File: config.mk
export PLATFORM = sky130hd
export DESIGN_NAME = mem_ctrl
export DESIGN_NICKNAME = d
export VERILOG_FILES = /design/src/rtl/mem_ctrl_pkg.sv /design/src/rtl/mem_ctrl.sv
export SDC_FILE = /design/constraint.sdc
export NUM_CORES = 1
export LEC_CHECK = 0
export CORE_MARGIN = 5
export CORE_UTILIZATION = 46
export CTS_CLUSTER_SIZE = 24
export DETAILED_ROUTE_END_ITERATION = 16
export GPL_TIMING_DRIVEN = 0
export PLACE_DENSITY = 0.82
export SLEW_MARGIN = 5
export SYNTH_ARGS = -nofsm -noshare
export SYNTH_HDL_FRONTEND = slang
export SYNTH_SLANG_ARGS = --single-unit
File: constraint.sdc
create_clock -name clk -period 4.8 [get_ports clk]
set_input_delay 1.44 -clock clk [delete_from_list [all_inputs] [get_ports clk]]
set_output_delay 1.44 -clock clk [all_outputs]
set_load 0.05 [all_outputs]
File: src/rtl/mem_ctrl_pkg.sv
// Shared types and constants for the byte-wide RAM port controller:
// access lengths, FSM state encoding and bus widths.
package mem_ctrl_pkg;

  localparam int RamAddrBus = 32;
  localparam int RamDataBus = 8;

  localparam logic [1:0] LenByte = 2'b00;
  localparam logic [1:0] LenHalf = 2'b01;
  localparam logic [1:0] LenWord = 2'b10;

  typedef enum logic [2:0] {
    MemCtrlIdle  = 3'd0,
    MemCtrlIfRd  = 3'd1,
    MemCtrlMemRd = 3'd2,
    MemCtrlMemWr = 3'd3,
    MemCtrlDone  = 3'd4
  } mem_ctrl_state_e;

  // Number of byte beats for an access length; the unused code 11 is a word.
  function automatic logic [2:0] len_to_beats(input logic [1:0] len);
    logic [2:0] beats;
    case (len)
      LenByte: beats = 3'd1;
      LenHalf: beats = 3'd2;
      LenWord: beats = 3'd4;
      default: beats = 3'd4;
    endcase
    return beats;
  endfunction

endpackage

File: src/rtl/mem_ctrl.sv
// Arbitrates instruction fetch and load/store traffic onto a byte-wide,
// one-cycle-latency RAM port, serialising accesses into byte beats.
module mem_ctrl
  import mem_ctrl_pkg::*;
(
  input  logic                  clk,
  input  logic                  rst,
  input  logic                  rdy,
  input  logic                  if_req_i,
  input  logic [RamAddrBus-1:0] if_addr_i,
  input  logic                  mem_req_i,
  input  logic                  mem_we_i,
  input  logic [1:0]            mem_len_i,
  input  logic [RamAddrBus-1:0] mem_addr_i,
  input  logic [31:0]           mem_wdata_i,
  input  logic [RamDataBus-1:0] mem_din_i,
  output logic [RamDataBus-1:0] mem_dout_o,
  output logic [RamAddrBus-1:0] mem_a_o,
  output logic                  mem_wr_o,
  output logic [31:0]           if_data_o,
  output logic                  if_done_o,
  output logic [31:0]           mem_rdata_o,
  output logic                  mem_done_o,
  output logic                  if_stall_req_o,
  output logic                  mem_stall_req_o
);

  mem_ctrl_state_e       state_q, state_d;
  logic [2:0]            cnt_q, cnt_d;
  logic [2:0]            beats_q, beats_d;
  logic [RamAddrBus-1:0] addr_q, addr_d;
  logic [31:0]           wdata_q, wdata_d;
  logic [31:0]           result_q, result_d;
  logic                  is_if_q, is_if_d;

  logic [1:0]            byte_idx_s;
  logic                  if_abort_s;
  logic                  beat_s;
  logic                  done_s;

  assign byte_idx_s = cnt_q[1:0] - 2'd1;
  assign if_abort_s = !if_req_i || (if_addr_i != addr_q);

  // State register; rdy low freezes everything.
  always_ff @(posedge clk) begin
    if (rst) begin
      state_q  <= MemCtrlIdle;
      cnt_q    <= 3'd0;
      beats_q  <= 3'd0;
      addr_q   <= 32'h0;
      wdata_q  <= 32'h0;
      result_q <= 32'h0;
      is_if_q  <= 1'b0;
    end else if (rdy) begin
      state_q  <= state_d;
      cnt_q    <= cnt_d;
      beats_q  <= beats_d;
      addr_q   <= addr_d;
      wdata_q  <= wdata_d;
      result_q <= result_d;
      is_if_q  <= is_if_d;
    end else begin
      state_q  <= state_q;
      cnt_q    <= cnt_q;
      beats_q  <= beats_q;
      addr_q   <= addr_q;
      wdata_q  <= wdata_q;
      result_q <= result_q;
      is_if_q  <= is_if_q;
    end
  end

  // Next-state logic: arbitration, beat sequencing and byte assembly.
  always_comb begin
    state_d  = state_q;
    cnt_d    = cnt_q;
    beats_d  = beats_q;
    addr_d   = addr_q;
    wdata_d  = wdata_q;
    result_d = result_q;
    is_if_d  = is_if_q;
    case (state_q)
      MemCtrlIdle: begin
        cnt_d = 3'd0;
        if (mem_req_i) begin
          addr_d   = mem_addr_i;
          beats_d  = len_to_beats(mem_len_i);
          wdata_d  = mem_wdata_i;
          result_d = 32'h0;
          is_if_d  = 1'b0;
          state_d  = mem_we_i ? MemCtrlMemWr : MemCtrlMemRd;
        end else if (if_req_i) begin
          addr_d   = if_addr_i;
          beats_d  = 3'd4;
          wdata_d  = 32'h0;
          result_d = 32'h0;
          is_if_d  = 1'b1;
          state_d  = MemCtrlIfRd;
        end else begin
          state_d = MemCtrlIdle;
        end
      end
      MemCtrlIfRd, MemCtrlMemRd: begin
        if ((state_q == MemCtrlIfRd) && if_abort_s) begin
          state_d = MemCtrlIdle;
          cnt_d   = 3'd0;
        end else begin
          // Byte for the previous beat's address arrives this cycle.
          if (cnt_q != 3'd0) begin
            result_d[{byte_idx_s, 3'b000} +: 8] = mem_din_i;
          end else begin
            result_d = result_q;
          end
          if (cnt_q == beats_q) begin
            state_d = MemCtrlDone;
            cnt_d   = 3'd0;
          end else begin
            cnt_d = cnt_q + 3'd1;
          end
        end
      end
      MemCtrlMemWr: begin
        if (cnt_q == (beats_q - 3'd1)) begin
          state_d = MemCtrlDone;
          cnt_d   = 3'd0;
        end else begin
          cnt_d = cnt_q + 3'd1;
        end
      end
      MemCtrlDone: begin
        state_d = MemCtrlIdle;
        cnt_d   = 3'd0;
      end
      default: begin
        state_d = MemCtrlIdle;
        cnt_d   = 3'd0;
      end
    endcase
  end

  // Output decode from registered state; writes and done are gated by rdy.
  always_comb begin
    beat_s = 1'b0;
    case (state_q)
      MemCtrlIfRd, MemCtrlMemRd: beat_s = (cnt_q < beats_q);
      MemCtrlMemWr:              beat_s = 1'b1;
      default:                   beat_s = 1'b0;
    endcase
  end

  assign done_s          = (state_q == MemCtrlDone) && rdy;
  assign mem_a_o         = beat_s ? (addr_q + {29'd0, cnt_q}) : 32'h0;
  assign mem_dout_o      = (state_q == MemCtrlMemWr) ? wdata_q[{cnt_q[1:0], 3'b000} +: 8] : 8'h00;
  assign mem_wr_o        = (state_q == MemCtrlMemWr) && rdy;
  assign if_done_o       = done_s && is_if_q;
  assign mem_done_o      = done_s && !is_if_q;
  assign if_data_o       = if_done_o ? result_q : 32'h0;
  assign mem_rdata_o     = mem_done_o ? result_q : 32'h0;
  assign if_stall_req_o  = if_req_i && !if_done_o;
  assign mem_stall_req_o = mem_req_i && !mem_done_o;

endmodule

Yosys cells after proc, flatten, opt, wreduce, memory -nomap -nowiden
Index checks and enable logic that the tools add are counted.
Word-level totals
  register bits: 106
  input bits: 112
  logic and storage cells: 80
Operators by class
  $add $sub $neg: 5
  $lt $le $gt $ge: 1
  eq/ne operators: 13
  shift-type cells: 3
  multiplexer cells: 30
  reduce and logical (&&, ||, !) cells: 21
Operators by type and width (number)
  two-way mux 32 bit: 10
  one-hot mux 32 bit (2 select lines): 1
  adder 32 x 3 -> 32 bit: 1
  bitwise mux 32 bit: 1
  inequality test 32 bit: 1
  variable shift 8 x 7 -> 32 bit (first input constant): 1
  variable part select 32 x 6 -> 8 bit: 1
  variable part select 8 x 7 -> 32 bit: 1
  two-way mux 3 bit: 8
  one-hot mux 3 bit (2 select lines): 2
  one-hot mux 3 bit (3 select lines): 1
  two-way mux 8 bit: 1
  logical AND 1 bit: 7
  negation 5 -> 7 bit: 1
  == test 3 x 2 -> 1 bit (second input constant): 2
  == test 3 bit: 2
  inequality test 2 bit (second input constant): 3
  inequality test 3 bit (second input constant): 2
  AND reduction 3 bit: 2
  AND reduction 5 bit: 1
  zero test 1 bit: 4
  two-way mux 1 bit: 4
  nonzero test 2 bit: 2
  adder 3 x 1 -> 3 bit (second input constant): 1
  13 further kinds: 13

Longest topological paths before layout
Gate-level depths: netlist (run 1).
  depth after elaboration: 7
  gate-level depth with buffers: 11

Worst setup path after synthesis (run 1)
Ideal clock, no wire load.
  path type: input port to output port
  start point: input port rdy
  end point: output port if_data_o[22]
  arrival: 3.548 ns
  required time: 3.360 ns
  slack: -0.188 ns
  cell stages on the path: 5
  path buffers: 2
  path through: clkbuf_1 -> nand2_1 -> nor4b_1 -> clkbuf_1 -> and2_1
Between the ends
  cells in the longest elaborated chain, start to end: 3
Ends and longest elaborated chain
  start, declared: RTL line mem_ctrl.sv:8  | input logic rdy,
  logical AND 1 bit: RTL line mem_ctrl.sv:151  | assign done_s = (state_q == MemCtrlDone) && rdy;
  logical AND 1 bit: RTL line mem_ctrl.sv:155  | assign if_done_o = done_s && is_if_q;
  via if_done_o: RTL line mem_ctrl.sv:21  | output logic if_done_o,
  two-way mux 32 bit: RTL line mem_ctrl.sv:157  | assign if_data_o = if_done_o ? result_q : 32'h0;
  end, declared: RTL line mem_ctrl.sv:20  | output logic [31:0] if_data_o,
The timed path passes the listed nets, and every way through them passes these cells.

Final worst setup path (run 1)
  start point: input port mem_req_i
  end point: output port mem_stall_req_o
Between the ends
  cells in the longest elaborated chain, start to end: 1
Ends and longest elaborated chain
  start, declared: RTL line mem_ctrl.sv:11  | input logic mem_req_i,
  logical AND 1 bit: RTL line mem_ctrl.sv:160  | assign mem_stall_req_o = mem_req_i && !mem_done_o;
  end, declared: RTL line mem_ctrl.sv:25  | output logic mem_stall_req_o
Every way passes these cells.

==> results, run 1 <==
- The average cell area after synthesis is 8.37 µm².
- The clock input transition at the sequential cells of the worst setup and hold paths is 60 ps.
- The type of the most critical hold path is flip-flop to flip-flop.
- The synthesized design contains 106 register bits.
- The start point of the critical path is mem_req_i.
- Yosys attributes the largest share of cell area to sky130_fd_sc_hd__dfxtp_1 (34%), sky130_fd_sc_hd__xor2_1 (6.8%), sky130_fd_sc_hd__nor2_1 (6.7%).
- Across all layers, the routed design uses 6435 vias.
- The post-place instance area is 8730 µm².
- The die is 127 µm wide.
- Detailed placement finished with a half-perimeter wire length of 16.2 mm.
- The post-route cell area is 9080 µm².
- At the later pin of the worst-skew pair, clock insertion delay measures 340 ps.
- Buffers placed on the I/O ports in this run total 220.
- The final instance count without filler cells is 1164.
- The via count of the first global-routing pass came to 6117.
- The detailed router finished its first iteration with 449 violations.
- The fraction of the cycle the final worst path needs is 0.994.
- The routability congestion estimate is 0.907.
- In this run the core area contains 42 standard-cell rows.
- The synthesized design contains 0 enable-type register cells.
- Of the cells placed in the final design, the portion with a size suffix greater than 1 is 0.126.
- Max-cap violations in this run came to 0.
- Power comes to 2.23 mW.
- The post-synth net total is 876.
- The sequential element share of the synthesized area is 0.338.
- The worst setup path is captured at an output pin.
- After synthesis, the netlist uses 55 different library cells.
- Of the post-synthesis cell area, the dominant cell type holds 0.338.
- Power spread over the standard cell area amounts to 246 nW/µm².
- The global-route usage over all layers is 0.248.
- The static power due to leakage is 3.61 nW.
- The worst clock skew is 11.6 ps.
- TritonCTS built the clock tree.
- The number of warnings reported in the yosys synthesis log is 0.
- The wire length of the first global-routing pass is 32.3 mm.
- The count of mapped cells out of synthesis is 750.
- The final hold violation count came to 0.
- The repair_antennas step left the layout with diodes totalling 0.
- The number of nets at the end of the flow is 1109.
- The highest attainable clock frequency is 210 MHz.
- The flip-flop cell with the highest count after synthesis is sky130_fd_sc_hd__dfxtp_1.
- The placed instance count is 1148.
- For this block, the routed nets add up to 20.6 mm of wire.
- The effective utilization at floorplan is 0.472.
- Across the VDD grid, the largest voltage drop is 165 µV.
- The leading area contributor after synthesis is sky130_fd_sc_hd__dfxtp_1.
- The number of top-level pins is 221.
- The worst setup path is of the input port to output pin kind.
- The critical path launch point type is an input port.
- The area of the core region is 13300 µm².
- The clock root buffer master is sky130_fd_sc_hd__clkbuf_16.
- The most common cell in the synthesized netlist is sky130_fd_sc_hd__nor2_1.
- The longest clock path from root to sink contains 2 buffers.
- The startpoint identified for the worst register-to-register timing path is cnt_q[0]$_SDFFE_PP0P_.
- Setup repair after global routing could not meet its margin everywhere.
- Of all nets on the critical path, the largest fanout is 10.
- The first detailed-routing pass took 5 iterations.
- After synthesis, the most frequently instantiated cells are sky130_fd_sc_hd__nor2_1 (112), sky130_fd_sc_hd__dfxtp_1 (106), sky130_fd_sc_hd__and2_1 (66).
- The arrival time of data at the critical path endpoint is 3330 ps.
- The mapped netlist covers 6280 µm².
- The max-slew violation total from the final report was 0.
- The die is 127 µm tall.
- The initial antenna violation count is 0.
- Using the TritonRoute via totals, the vias-per-cell ratio works out to 5.53.
- In this run the most critical hold path is launched from result_q[28]$_SDFFE_PP0P_.
- The H-tree generated during clock tree synthesis spans 3 levels.
- The flow ran to the end, and the final reports show no timing, DRC or antenna violations.
- STA puts the critical path data required time at 3360 ps.
- Headroom to the max-slew limit came out at 0.472.
- After global routing the overflow that remains totals 0.
- Hold repair after CTS inserted 0 buffers.
- The area growth from synthesis to layout is 44.6%.
- For this run, design rule violations remaining after detail routing come to 0.
- The detail route stage leaves a number of antenna-violating nets equal to 0.
- The transition time at the pin with the least slew margin is 788 ps.
- For this run, asynchronously set or reset flops after synthesis account for 0.
- Counting the buffers created by CTS gives 9.
- The setup violation total in the final timing report is 0.
- For the finished layout, the period the worst path requires is 4770 ps.
- The number of sinks driven by the clock tree is 106.
- The die covers 16100 µm².
- The maximum number of pins on one net before global-route repair is 18.
- Dividing the detail-routed wire length by the instance count gives 17.7 µm.
## sequential cells by signal, summed over array words and instances, names as in the netlist
signal	count
wdata_q	32
addr_q	32
cnt_q	3
result_q	32
beats_q	3
state_q	3
is_if_q	1
## metal layers
metal	share of wire	wire, µm	track usage	vias to the layer above
met5	0	0	0	-
met4	0.025	508	0.0757	0
met3	0.092	1910	0.0475	31
met2	0.48	9870	0.427	309
met1	0.40	8330	0.315	2974
li1	-	-	-	3121
## where the power goes
part           leakage [nW]  switching (mW)  total, mW  internal, mW
Clock                 0.157           0.335      0.795         0.460
Sequential            0.865          0.0498      0.976         0.926
Combinational          2.58           0.248      0.461         0.213
## kinds of logic after synthesis
| group | after synthesis | share of synthesized area |
|---|---|---|
| AND/OR/NAND/NOR | 306 | 0.249 |
| AO/OA/AOI/OAI | 143 | 0.164 |
| flip-flops | 106 | 0.338 |
| buffers and inverters | 79 | 0.0512 |
| XOR/XNOR | 60 | 0.0861 |
| multiplexers | 41 | 0.0815 |
| adder cells (fa/ha/maj) | 15 | 0.0307 |
## final timing paths
| kind | slack (ps) | cells past startpoint | endpoint |
|---|---|---|---|
| worst min register to register | 470 | 1 | result_q[28]$_SDFFE_PP0P_ |
| worst min-delay path | 470 | 1 | result_q[28]$_SDFFE_PP0P_ |
| worst max register to register | 1550 | 11 | result_q[14]$_SDFFE_PP0P_ |
| worst max-delay path | 30 | 5 | mem_stall_req_o |
## timing repair
action / in CTS / in global routing
cloned: 0 / 0
buffers inserted: 0 / 1
pin swaps: 0 / 2
gates resized for setup: 233 / 38
endpoints found under the hold margin: 0 / 0
endpoints found under the setup margin: 98 / 101
## cell usage in the layout, fill, tap and decap left out, types with 9 or more instances in the layout
| cell type | n |
|---|---|
| sky130_fd_sc_hd__clkbuf_1 | 33 |
| sky130_fd_sc_hd__a211oi_1 | 34 |
| sky130_fd_sc_hd__nor4_1 | 13 |
| sky130_fd_sc_hd__nor2_1 | 112 |
| sky130_fd_sc_hd__o2bb2ai_1 | 24 |
| sky130_fd_sc_hd__xor2_1 | 49 |
| sky130_fd_sc_hd__and2_1 | 66 |
| sky130_fd_sc_hd__nor3_1 | 16 |
| sky130_fd_sc_hd__ha_1 | 13 |
| sky130_fd_sc_hd__clkdlybuf4s15_2 | 52 |
| sky130_fd_sc_hd__clkbuf_16 | 9 |
| sky130_fd_sc_hd__nand4_1 | 11 |
| sky130_fd_sc_hd__o21ai_0 | 23 |
| sky130_fd_sc_hd__clkbuf_2 | 20 |
| sky130_fd_sc_hd__dlygate4sd2_1 | 26 |
| sky130_fd_sc_hd__a21oi_1 | 10 |
| sky130_fd_sc_hd__xnor2_1 | 10 |
| sky130_fd_sc_hd__clkdlybuf4s50_1 | 120 |
| sky130_fd_sc_hd__inv_1 | 23 |
| sky130_fd_sc_hd__a22oi_1 | 33 |
| sky130_fd_sc_hd__nand3_1 | 14 |
| sky130_fd_sc_hd__nand2_1 | 25 |
| sky130_fd_sc_hd__mux2i_1 | 32 |
| sky130_fd_sc_hd__nor2b_1 | 15 |
| sky130_fd_sc_hd__dfxtp_1 | 105 |
## critical path: stages
cell                              delay [ps]
sky130_fd_sc_hd__clkdlybuf4s50_1         530
sky130_fd_sc_hd__clkbuf_2                310
sky130_fd_sc_hd__buf_2                   340
sky130_fd_sc_hd__nor2b_1                 190
sky130_fd_sc_hd__clkdlybuf4s15_1         520
## metrics by stage
stage / TNS, ps / util / hold WS [ps] / setup WS [ps]
after floorplan: 0 / - / 438 / 41.7
after global placement: -125560 / 0.655 / 452 / -1920
after detailed placement: -69820 / 0.657 / 456 / -1200
after CTS: 0 / 0.685 / 477 / 0.124
after global routing: -590 / 0.683 / 493 / -42.6
final: 0 / 0.683 / 472 / 29.8
## layout make-up
class	count	area, µm²
plain buffers	54	243
clock buffers	10	229
clock inverters	6	87.6
fillers	1115	4220
inverters	24	90.1
multi-input cells	565	3900
flip-flops and latches	106	2120
well taps	176	220
repair buffers	223	2180
(Power assumes the default switching activity.)
==> run 2, diff against run 1 <==
- CORE_ASPECT_RATIO: default -> 1.25
- SLEW_MARGIN: 5 -> 20
==> run 2 against run 1 <==
Worst hold slack improved by 0.70 ps. Clock power down 11%. Clock skew down 1.6 ps. Largest cell class unchanged.
==> results, run 2 (same netlist as run 1, synthesis figures left out) <==
- For this configuration, the core starts out at a cell density of 0.470.
- The post-synthesis to final-layout area growth is 44.7%.
- The start point of the critical path is rdy.
- The fraction of the cycle the final worst path needs is 0.982.
- The number of sinks driven by the clock tree is 106.
- The largest registers in the layout are addr_q (32), result_q (32), wdata_q (32).
- The detailed route wirelength on metal2 is 10.1 mm.
- The type of the most critical hold path is flip-flop to flip-flop.
- Using the TritonRoute via totals, the vias-per-cell ratio works out to 5.50.
- The clock input transition at the sequential cells of the worst setup and hold paths is 70 ps.
- The final period demand of the worst path is 4710 ps.
- The library cell used most frequently in the layout, excluding fill and tap cells, is sky130_fd_sc_hd__clkdlybuf4s50_1.
- Before antenna repair, the detailed router went through 5 iterations.
- The worst setup path is launched from an input port.
- The wire length on met1 is 8.10 mm.
- For this run, design rule violations remaining after detail routing come to 0.
- The startpoint of the worst register-to-register path is cnt_q[0]$_SDFFE_PP0P_.
- The number of nets at the end of the flow is 1111.
- The clock reaches the later pin of the worst-skew pair after 350 ps.
- The final hold violation count is 0.
- The maximum number of pins on one net before global-route repair is 19.
- CTS placed an instance of sky130_fd_sc_hd__clkbuf_16 at the clock tree root.
- The worst setup path is captured at an output pin.
- After detailed routing, the average wire length per cell comes to 17.8 µm.
- The static power due to leakage is 3.56 nW.
- The total of hold buffers inserted after clock tree synthesis is 0.
- Of the cells placed in the final design, the portion with a size suffix greater than 1 is 0.126.
- The pre-CTS worst setup slack is -1250 ps.
- The CTS tree is yes.
- The H-tree depth is 3.
- The smallest setup slack after layout is 88.3 ps.
- Data arrives at the worst endpoint at 3270 ps.
- The run finished with clean final reports.
- The worst voltage drop across the vdd grid is 204 µV.
- The via count is 6381.
- The core region is 13300 µm².
- The wire-length estimate of the detail-placed layout is 16.3 mm.
- The number of nets with antenna violations after routing is 0.
- The maximum number of buffers from clock root to sink is 2.
- The max-slew violation total from the final report is 0.
- The final wirelength is 20.7 mm.
- The number of buffers inserted by port buffering is 220.
- During I/O placement, the number of pins put on the boundary was 221.
- For this run, the total global-route usage over all layers was measured as 0.251.
- The setup path with the least slack is of type input port to output pin.
- The number of design-rule violations left by the first detailed-router iteration is 389.
- The required time at the endpoint of the critical path is 3360 ps.
- The final antenna diode count is 0.
- The detailed router used layers up to and including met4.
- The congestion estimate from routability-driven global placement came to 0.932.
- The sum of negative setup slack is 0 ps.
- The die span in y is 141 µm.
- The worst hold path begins at result_q[17]$_SDFFE_PP0P_.
- The highest attainable clock frequency is 212 MHz.
- The number of clock buffers inserted by TritonCTS is 9.
- The power per unit of standard cell area is 236 nW/µm².
- Of all nets on the critical path, the largest fanout is 11.
- The worst clock skew is 9.99 ps.
- The tool flagged a number of max-cap violations equal to 0.
- The routed design uses 1.80 mm of met3 wire.
- The floorplan has 47 rows.
- Setup repair after global routing left no endpoint under its margin.
- The worst pin sits at a relative slew slack of 0.480.
- The via count of the first global-routing pass is 6374.
- The top cell types in the final layout, fill and taps aside, are sky130_fd_sc_hd__clkdlybuf4s50_1 (120), sky130_fd_sc_hd__nor2_1 (112), sky130_fd_sc_hd__dfxtp_1 (105).
- The initial antenna violation count came to 0.
- The die covers 16100 µm².
- At the pin with the least slew margin, the transition time is 774 ps.
- The wire length of the first global-routing pass is 32.4 mm.
- Setup violations remaining at the end of the flow were counted as 0.
- The global-route congestion overflow total is 0.
- The die span in x is 114 µm.
-- run 2: timing repair --
| action | 4_1_cts | 5_1_grt |
|---|---|---|
| buffers inserted | 4 | 0 |
| endpoints found under the setup margin | 100 | 40 |
| pin swaps | 3 | 0 |
| resized for setup | 248 | 22 |
-- run 2: area by class of cell --
| class | count | area (µm²) |
|---|---|---|
| fill | 1103 | 4270 |
| multi-input combinational | 565 | 3890 |
| timing repair buffer | 225 | 2250 |
| sequential | 106 | 2120 |
| buffer | 54 | 244 |
| clock buffer | 9 | 225 |
| tap | 171 | 214 |
| inverter | 24 | 90.1 |
| clock inverter | 6 | 50.0 |
-- run 2: through the flow --
| step | util | cell area (µm²) | hold WS, ps | total power [mW] | instances |
|---|---|---|---|---|---|
| after global placement | 0.651 | 8700 | 457 | 1.44 | 1141 |
| after CTS | 0.683 | 9110 | 481 | 2.15 | 1160 |
| final | 0.680 | 9080 | 473 | 2.14 | 1160 |
| after global routing | 0.680 | 9080 | 487 | 2.23 | 1160 |
| after floorplan | - | 6280 | 438 | 1.25 | 750 |
| after detailed placement | 0.653 | 8720 | 457 | 1.45 | 1142 |
-- run 2: final timing paths --
check,end,slack (ps),cells after the start
worst max-delay path,mem_rdata_o[13],90,7
worst min-delay path,result_q[17]$_SDFFE_PP0P_,470,1
worst max register to register,result_q[11]$_SDFFE_PP0P_,1510,11
worst min register to register,result_q[17]$_SDFFE_PP0P_,470,1
-- run 2: metal layers --
layer / GRT usage / vias up
met5: 0 / -
met4: 0.0907 / 0
met3: 0.0562 / 45
met2: 0.439 / 291
met1: 0.298 / 2930
li1: - / 3115
-- run 2: report_power, final --
| part | internal (mW) | switching [mW] |
|---|---|---|
| Sequential | 0.926 | 0.0475 |
| Combinational | 0.213 | 0.251 |
| Clock | 0.356 | 0.350 |
-- run 2: critical path, cell delays in order --
cell and delay (ps):
sky130_fd_sc_hd__clkdlybuf4s15_2 310, sky130_fd_sc_hd__nand2_1 190, sky130_fd_sc_hd__nor4_4 270, sky130_fd_sc_hd__buf_4 210, sky130_fd_sc_hd__clkbuf_1 290, sky130_fd_sc_hd__and2_1 190
sky130_fd_sc_hd__clkdlybuf4s15_2 370
==> run 3, diff against run 2 <==
- CORE_UTILIZATION: 46 -> 42
- PLACE_DENSITY: 0.82 -> 0.78
- clock period: 4.8 -> 3.9 ns (I/O delays scaled with it)
==> run 3 against run 2 <==
Sequential cell count is the same. Sequential power grew 23%. Critical path depth grew 4. Die area grew 8.8%. Register-to-register slack lost 800 ps. Via count grew 1.3%. Sequential share of layout area shrank 0.35 points. Worst hold slack gained 3.5 ps. Final area grew 1.9%. Wire length grew 4.7%. First-iteration DRC count grew 8.5%.
==> results, run 3 (same netlist as run 1, synthesis figures left out) <==
- The final period demand of the worst path is 3810 ps.
- The latest clock arrival within the worst-skew pair is 360 ps.
- In this design, the stage delay of the slowest critical-path cell is 420 ps.
- The sum of internal, switching and leakage power is 2.75 mW.
- In this run the count of I/O pins placed on the die edge is 221.
- The critical path's top delay family is simple AND/OR/NAND/NOR gates.
- The flow ran to the end, and the final reports show no timing, DRC or antenna violations.
- The logic depth of the worst register-to-register path is 12.
- Using the TritonRoute via totals, the vias-per-cell ratio works out to 5.45.
- Registers take 2130 µm².
- In this run the critical register-to-register path is launched from cnt_q[0]$_SDFFE_PP0P_.
- The via count of the first global-routing pass is 6355.
- The critical path class is flip-flop to output pin.
- The H-tree generated during clock tree synthesis spans 3 levels.
- The post-route cell area is 9250 µm².
- Routability-driven placement finished with a final weighted congestion of 0.909.
- For this run, design rule violations remaining after detail routing come to 0.
- Of the cells placed in the final design, the portion with a size suffix greater than 1 is 0.217.
- The count of buffering cells on the critical path with inverters included is 3.
- The final antenna diode count is 0.
- The first detailed-routing pass ran for 5 iterations.
- In the finished design, the share of the clock period the worst path needs comes to 0.976.
- The cell with the largest stage delay on the worst path is sky130_fd_sc_hd__fa_2.
- The sum of negative setup slack is 0 ps.
- On the final layout, the worst clock skew is 11.6 ps.
- The required time at the endpoint of the critical path is 2730 ps.
- Buffers placed on the I/O ports in this run total 220.
- TritonCTS built the clock tree.
- In this run the critical register-to-register path is captured at result_q[10]$_SDFFE_PP0P_.
- The minimum setup slack among reg-to-reg paths is 710 ps.
- For this configuration, the core starts out at a cell density of 0.423.
- The wire length on met1 is 8.78 mm.
- Across the VDD grid, the largest voltage drop is 198 µV.
- The detail route stage leaves a number of antenna-violating nets equal to 0.
- The die is 119 µm wide.
- The clock root buffer master is sky130_fd_sc_hd__clkbuf_16.
- Entering global routing, the biggest net connects 20 pins.
- The tightest min-delay check is of the flip-flop to flip-flop type.
- In the layout the commonest cells are sky130_fd_sc_hd__clkdlybuf4s50_1 (112), sky130_fd_sc_hd__nor2_1 (103), sky130_fd_sc_hd__dfxtp_1 (103).
- The static power due to leakage is 3.87 nW.
- The routed length on met3 is 1.65 mm.
- For this design the ratio of total power to cell area is 297 nW/µm².
- The largest registers in the layout are addr_q (32), result_q (32), wdata_q (32).
- The mean routed wirelength per cell is 18.3 µm.
- STA classifies the critical path endpoint as an output pin.
- In this run the number of cells on the critical path is 11.
- The post-place instance area is 8800 µm².
- The final layout contains 1124 nets.
- The initial antenna violation count was 0.
- Summed over all nets, wire length on met2 after detailed routing comes to 10.7 mm.
- The die covers 17500 µm².
- The highest attainable clock frequency is 263 MHz.
- The transition time at the pin with the least slew margin is 805 ps.
- Of all nets on the critical path, the largest fanout is 5.
- The floorplan row count is 50.
- After legalization and detailed placement, the total HPWL measured 16.6 mm.
- The highest routed metal layer is met4.
- Counting the fill cells in the layout gives 1307.
- Setup repair after global routing could not meet its margin everywhere.
- The max-slew violation total from the final report is 0.
- The critical path goes through ha_1, inv_1, fa_2, nor2b_4, o21bai_4, nor3_4, buf_6, nand3_1, xor2_2, nor2_4, buf_8.
- The worst setup path is launched from a flip-flop.
- The global-route congestion overflow total is 0.
- The wire length of the first global-routing pass is 33.7 mm.
- The max capacitance violation total is 0.
- Counting the buffers created by CTS gives 9.
- In this run the deepest clock path goes through 2 buffers.
- The number of design-rule violations left by the first detailed-router iteration is 422.
- The final hold violation count is 0.
- Hold repair after CTS inserted 0 buffers.
- The area of the multi-input gates is 4060 µm².
- The post-synthesis to final-layout area growth is 47.4%.
- The final wirelength is 21.7 mm.
- In this run the tightest slew margin relative to its limit is 0.464.
- The setup violation total in the final timing report is 0.
- The tree built by TritonCTS fans out to 106 sinks.
- The floorplan step set the die height to 147 µm.
- Detailed routing inserted a total of 6463 vias.
- The floorplan step defined a core boundary enclosing 14800 µm².
- The startpoint of the most critical hold path is result_q[13]$_SDFFE_PP0P_.
- The worst hold path endpoint is result_q[13]$_SDFFE_PP0P_.
- For this run, the total global-route usage over all layers was measured as 0.238.
- Counting instances, the worst hold path has a depth of 1.
- Leaving out fill and tap cells, the most frequent cell in the layout is sky130_fd_sc_hd__clkdlybuf4s50_1.
- STA puts the critical path data arrival time at 2640 ps.
- The clock input transition at the sequential cells of the worst setup and hold paths is 70 ps.
- Across all hold checks on the routed design, the worst slack comes to 476 ps.
[run 3: worst max path at each step]
stage                                     start            end  slack (ps)
after floorplan                             rdy  if_data_o[22]          -9
after global placement                      rdy  if_data_o[16]       -1510
after detailed placement                    rdy  if_data_o[16]       -1580
after CTS                 cnt_q[0]$_SDFFE_PP0P_    mem_a_o[21]           4
after global routing      cnt_q[1]$_SDFFE_PP0P_    mem_a_o[24]         -30
final                     cnt_q[0]$_SDFFE_PP0P_    mem_a_o[24]          90
[run 3: through the flow]
| step | instances | util | setup slack (ps) |
|---|---|---|---|
| 6_report | 1185 | 0.624 | 93.9 |
| 5_1_grt | 1185 | 0.624 | -27.4 |
| 3_5_place_dp | 1152 | 0.593 | -1580 |
| 2_1_floorplan | 750 | - | -9.07 |
| 4_1_cts | 1183 | 0.622 | 3.92 |
| 3_3_place_gp | 1152 | 0.593 | -1510 |
[run 3: what timing repair did]
| action | 4_1_cts | 5_1_grt |
|---|---|---|
| gates resized for setup | 603 | 34 |
| pin swaps | 5 | 2 |
| hold endpoints to repair | 0 | 0 |
| setup endpoints to repair | 109 | 38 |
| setup buffers | 15 | 4 |
[run 3: where the power goes]
part	internal (mW)	switching, mW
logic	0.270	0.321
clock network	0.510	0.446
registers	1.14	0.0632
total	1.92	0.831
[run 3: area by class of cell]
cell class	count	share of cell area
clock inverters	7	0.00879
repair buffers	239	0.230
inverters	24	0.0105
multi-input cells	565	0.439
clock buffers	9	0.0243
plain buffers	53	0.0323
well taps	182	0.0246
flip-flops and latches	106	0.230
[run 3: per-layer routing]
metal	vias up	track usage
met5	-	0
met4	0	0.0711
met3	38	0.0535
met2	293	0.418
met1	2999	0.291
li1	3133	-
